$ cat config.mk
export PLATFORM = sky130hd
export DESIGN_NAME = ex_muldiv_unit
export DESIGN_NICKNAME = d
export VERILOG_FILES = /design/src/rtl/ex_muldiv_unit.sv
export SDC_FILE = /design/constraint.sdc
export NUM_CORES = 1
export LEC_CHECK = 0
export ABC_AREA = 1
export BUFFER_PORTS_ARGS = -buffer_cell sky130_fd_sc_hd__buf_2
export CELL_PAD_IN_SITES_DETAIL_PLACEMENT = 0
export CELL_PAD_IN_SITES_GLOBAL_PLACEMENT = 1
export CORE_MARGIN = 1.5
export CORE_UTILIZATION = 35
export CTS_CLUSTER_DIAMETER = 100
export DETAILED_ROUTE_END_ITERATION = 8
export PLACE_DENSITY = 0.82
export SYNTH_ARGS = -nofsm -noshare
export SYNTH_HDL_FRONTEND = slang
export SYNTH_SLANG_ARGS = --single-unit
$ cat constraint.sdc
create_clock -name clk -period 5.7 [get_ports clk]
set_input_delay 0.57 -clock clk [delete_from_list [all_inputs] [get_ports clk]]
set_output_delay 0.57 -clock clk [all_outputs]
set_load 0.1 [all_outputs]
$ cat src/rtl/ex_muldiv_unit.sv
// rtl/ex_muldiv_unit.sv - iterative 32-step MULT/MULTU/DIV/DIVU unit with HI/LO registers and pipeline stall
module ex_muldiv_unit #(
    parameter int DATA_W = 32
) (
    input  logic              clk,
    input  logic              reset,
    input  logic              start,
    input  logic [1:0]        op,
    input  logic [DATA_W-1:0] busA,
    input  logic [DATA_W-1:0] busB,
    input  logic              flush,
    input  logic              wr_hi,
    input  logic              wr_lo,
    input  logic [DATA_W-1:0] wdata,
    output logic [DATA_W-1:0] hi,
    output logic [DATA_W-1:0] lo,
    output logic              busy,
    output logic              done,
    output logic              stall
);

    localparam int W = DATA_W;

    typedef enum logic [1:0] {
        S_IDLE   = 2'd0,
        S_RUN    = 2'd1,
        S_FINISH = 2'd2
    } state_t;

    state_t         r_state;
    state_t         w_next;

    logic [W-1:0]   r_hi;
    logic [W-1:0]   r_lo;
    logic [W-1:0]   r_a;
    logic [W-1:0]   r_b;
    logic [2*W-1:0] r_acc;
    logic [4:0]     r_cnt;
    logic           r_is_div;
    logic           r_neg_q;
    logic           r_neg_r;
    logic           r_dz;
    logic           r_done;

    logic           w_signed;
    logic           w_a_neg;
    logic           w_b_neg;
    logic [W-1:0]   w_a_abs;
    logic [W-1:0]   w_b_abs;
    logic           w_div_zero;
    logic           w_start_ok;
    logic [2*W-1:0] w_mul_acc;
    logic [W:0]     w_rem_sh;
    logic [W:0]     w_diff;
    logic           w_qbit;
    logic [2*W-1:0] w_div_acc;
    logic [2*W-1:0] w_prod;
    logic [W-1:0]   w_quot;
    logic [W-1:0]   w_rem;
    logic [W-1:0]   w_res_hi;
    logic [W-1:0]   w_res_lo;

    assign w_signed   = ~op[0];
    assign w_a_neg    = w_signed & busA[W-1];
    assign w_b_neg    = w_signed & busB[W-1];
    assign w_a_abs    = w_a_neg ? -busA : busA;
    assign w_b_abs    = w_b_neg ? -busB : busB;
    assign w_div_zero = op[1] && (busB == '0);
    assign w_start_ok = (r_state == S_IDLE) && start && !flush;

    // Multiply consumes the multiplier MSB-first: acc = 2*acc + bit*b.
    assign w_mul_acc = {r_acc[2*W-2:0], 1'b0} + (r_a[W-1] ? {{W{1'b0}}, r_b} : {(2*W){1'b0}});

    // Restoring divide: acc = {remainder, quotient}, dividend bits shifted in from r_a.
    assign w_rem_sh  = {r_acc[2*W-1:W], r_a[W-1]};
    assign w_diff    = w_rem_sh - {1'b0, r_b};
    assign w_qbit    = ~w_diff[W];
    assign w_div_acc = {(w_qbit ? w_diff[W-1:0] : w_rem_sh[W-1:0]), r_acc[W-2:0], w_qbit};

    assign w_prod = r_neg_q ? -r_acc : r_acc;
    assign w_quot = r_neg_q ? -r_acc[W-1:0] : r_acc[W-1:0];
    assign w_rem  = r_neg_r ? -r_acc[2*W-1:W] : r_acc[2*W-1:W];

    always_comb begin
        w_res_hi = w_prod[2*W-1:W];
        w_res_lo = w_prod[W-1:0];
        if (r_dz) begin
            w_res_hi = r_acc[2*W-1:W];
            w_res_lo = r_acc[W-1:0];
        end else if (r_is_div) begin
            w_res_hi = w_rem;
            w_res_lo = w_quot;
        end
    end

    always_ff @(posedge clk or posedge reset) begin
        if (reset) begin
            r_state <= S_IDLE;
        end else begin
            r_state <= w_next;
        end
    end

    always_comb begin
        w_next = r_state;
        case (r_state)
            S_IDLE: begin
                if (w_start_ok) begin
                    w_next = w_div_zero ? S_FINISH : S_RUN;
                end
            end
            S_RUN: begin
                if (flush) begin
                    w_next = S_IDLE;
                end else if (r_cnt == 5'd31) begin
                    w_next = S_FINISH;
                end
            end
            S_FINISH: w_next = S_IDLE;
            default:  w_next = S_IDLE;
        endcase
    end

    always_ff @(posedge clk or posedge reset) begin
        if (reset) begin
            r_hi     <= '0;
            r_lo     <= '0;
            r_a      <= '0;
            r_b      <= '0;
            r_acc    <= '0;
            r_cnt    <= '0;
            r_is_div <= 1'b0;
            r_neg_q  <= 1'b0;
            r_neg_r  <= 1'b0;
            r_dz     <= 1'b0;
            r_done   <= 1'b0;
        end else begin
            r_done <= 1'b0;
            case (r_state)
                S_IDLE: begin
                    if (w_start_ok) begin
                        r_is_div <= op[1];
                        r_a      <= w_a_abs;
                        r_b      <= w_b_abs;
                        r_cnt    <= '0;
                        r_neg_q  <= w_a_neg ^ w_b_neg;
                        r_neg_r  <= w_a_neg;
                        r_dz     <= w_div_zero;
                        // Divide-by-zero preloads its final {hi, lo} so FINISH just copies it.
                        r_acc    <= w_div_zero ? {busA, {W{1'b1}}} : {(2*W){1'b0}};
                    end else if (!start) begin
                        if (wr_hi) r_hi <= wdata;
                        if (wr_lo) r_lo <= wdata;
                    end
                end
                S_RUN: begin
                    if (!flush) begin
                        r_cnt <= r_cnt + 5'd1;
                        r_a   <= {r_a[W-2:0], 1'b0};
                        r_acc <= r_is_div ? w_div_acc : w_mul_acc;
                    end
                end
                S_FINISH: begin
                    if (!flush) begin
                        r_hi   <= w_res_hi;
                        r_lo   <= w_res_lo;
                        r_done <= 1'b1;
                    end
                end
                default: ;
            endcase
        end
    end

    assign hi    = r_hi;
    assign lo    = r_lo;
    assign busy  = (r_state != S_IDLE);
    assign done  = r_done;
    assign stall = busy | start;

endmodule

==> results_dict.tcl <==
set metrics [dict create \
    status "finished clean" \
    syn_area_per_cell_um2 5.88 \
    final_cell_mix "nand2_1, inv_1, nor2_1" \
    path_common_cell "nand2_1" \
    numPortBuffers 170 \
    fin_crit_sh 0.724 \
    place_hpwl_um 72900 \
    floorplan.core_area_um2 58800 \
    num_rows 89 \
    cts_tree "yes" \
    cp.required_ps 6190 \
    synthesis.area_um2 20700 \
    antenna_cells 0 \
    syn_nets 3707 \
    leakage_nw 12.1 \
    die_y_um 246 \
    ys_warn_count 0 \
    num_vias 23800 \
    drv_slew 0 \
    fp.dieW_um 246 \
    final_common_cell "nand2_1" \
    syn2layout_area_growth_pct 11.5 \
    worstPathMaxFanout 33 \
    drive_gt1_frac 0.0929 \
    clk_latency_ps 560 \
    routed_wl_um 91200 \
    clk_path_buf_depth 3 \
    place_congestion 1.06 \
    power.total_mw 12.5 \
    antenna_found_initial 0 \
    yosysTopAreaCellShare 0.246 \
    drt_iter0_drc 2523 \
    finalSetupViolations 0 \
    drc 0 \
    rsz0062_at_grt "false" \
    grt_usage 0.295 \
    hp-class "primary input to flop" \
    synth_edf_count 0 \
    yosysSeqAreaShare 0.246 \
    cpLargestDelayFamily "simple AND/OR/NAND/NOR gates" \
    worstSetupPathType "flop to flop" \
    cts_made_buffers 26 \
    first_pass_iters 8 \
    ant_nets 0 \
    clock-sinks 204 \
    hold_violations 0 \
    path_clk_slew_ps 60 \
    start_kind "flop" \
    die-area_um2 60700 \
    worst_clock_skew_ps 11.5 \
    io_pins 171 \
    start_util 0.353 \
    stdcell_area_um2 23100 \
    fmax_mhz 242 \
    ys_seq_elements 204 \
    tns_ps 0 \
    post_cts_buffers 0 \
    path_buf_inv 3 \
    synth_cell_type_count 50 \
    max_stage_delay_ps 820 \
    overflow 0 \
    grt_pass1_wl_um 137000 \
    ir_drop_v 0.000449 \
    via_per_inst 5.39 \
    cp-end-kind "flop" \
    grt_max_degree 130 \
    cp_cell_sequence "buf_4 -> inv_1 -> ha_1 -> inv_1 -> fa_1 -> nand3_1 -> nand3_1 -> nand2_1 -> nand2_1 -> nand2_1 -> nand2_1 -> nand2_1 -> nand3_2 -> nand2_2 -> nand2_1 -> nand2_1 -> nand2_1 -> nand2_1 -> nand2_1 -> a21oi_2" \
    cap_violations 0 \
    clockRootBuffer "clkbuf_16" \
    worst_pin_slew_ps 1270 \
    synth_top_cell_by_area "dfrtp_1" \
    dpl-instance-area_um2 22200 \
    netlist_instances 3530 \
    synthTopCellsByArea "dfrtp_1, nand2_1, inv_1" \
    power.density_nw_per_um2 540 \
    yosys_most_used_dff "dfrtp_1" \
    crit_slowest_cell "nand2_2" \
    nNetsFinal 3806 \
    max_slew_margin 0.154 \
    ys_async_sr_fraction 1.00 \
    htreeDepth 1 \
    worstPathArrival_ps 4620 \
    first_global_vias 22200 \
    fin_crit_ps 4130 \
    routedWlPerCell_um 20.6 \
]
[state kept, by name, indices dropped and copies added, names as in the netlist]
| register | cells |
|---|---|
| r_a | 32 |
| r_cnt | 5 |
| r_neg_r | 1 |
| r_dz | 1 |
| done | 1 |
| r_acc | 64 |
| lo | 32 |
| hi | 32 |
| r_b | 32 |
| r_state | 2 |
| r_is_div | 1 |
| r_neg_q | 1 |
[metrics by stage]
step	utilization	setup slack, ps	cells	hold WS [ps]
global placement	0.378	1750	4373	458
floorplan	-	2490	3530	444
finish	0.393	1570	4422	298
global route	0.393	1270	4422	310
CTS	0.393	1690	4422	287
detailed placement	0.378	1710	4373	460
[Yosys cell counts, drive strengths merged (14+ instances only)]
library cell and number:
a21oi 304, a22oi 35, a31oi 14, buf 51, clkbuf 80, dfrtp 204
ha 71, inv 533, nand2 1059, nand3 343, nand4 57, nor2 383
nor3 47, o21ai 204, xor2 64
[area by class of cell]
type	instances	area, µm²
Fill cell	6543	35700
Multi-Input combinational cell	2658	13000
Sequential cell	204	5110
Inverter	537	2020
Timing Repair Buffer	202	1110
Tap cell	773	967
Clock buffer	42	802
Clock inverter	6	87.6
[routing by layer]
metal / global-route usage / vias up / part of all wire
met2: 0.466 / 1082 / 0.44
met1: 0.379 / 11000 / 0.41
li1: - / 11500 / -
met3: 0.0533 / 240 / 0.083
met4: 0.164 / 0 / 0.065
met5: 0 / - / 0
[logic make-up after synthesis]
kind of cell	after synthesis	synth area share
AO/OA/AOI/OAI	585	0.162
flip-flops	204	0.246
buffers and inverters	668	0.127
adder cells (fa/ha/maj)	73	0.0448
XOR/XNOR	73	0.0308
AND/OR/NAND/NOR	1927	0.389
[path summary, 6_finish.rpt]
path | from | endpoint | cells after the start | slack (ps)
worst max-delay path | r_a[31] | r_acc[61] | 20 | 1570
worst min-delay path | wdata[5] | lo[5] | 3 | 300
worst max register to register | r_a[31] | r_acc[61] | 20 | 1570
worst min register to register | r_a[13] | r_a[13] | 2 | 470
max in group asynchronous | reset | r_a[30] | 4 | 4070
min in group asynchronous | reset | r_acc[6] | 3 | 470
[report_power, final]
group / switching [mW] / internal [mW] / total [mW]
clock network: 0.681 / 1.05 / 1.73
registers: 0.787 / 1.92 / 2.71
logic: 5.98 / 2.07 / 8.05
total: 7.45 / 5.04 / 12.5
[worst register-to-register path, cell delays in order (launching register included)]
cell and delay [ps]:
dfrtp_1 370, buf_4 240, inv_1 140, ha_1 160, inv_1 70, fa_1 420
nand3_1 90, nand3_1 140, nand2_1 100, nand2_1 110, nand2_1 80, nand2_1 90
nand2_1 110, nand3_2 560, nand2_2 830, nand2_1 150, nand2_1 90, nand2_1 50
nand2_1 90, nand2_1 70, a21oi_2 130
[timing repair]
action / 4_1_cts / 5_1_grt
hold endpoints to repair: 6 / 0
gates resized for setup: 0 / 0
hold buffers: 1 / 0
Power figures use the tool's default switching activity.
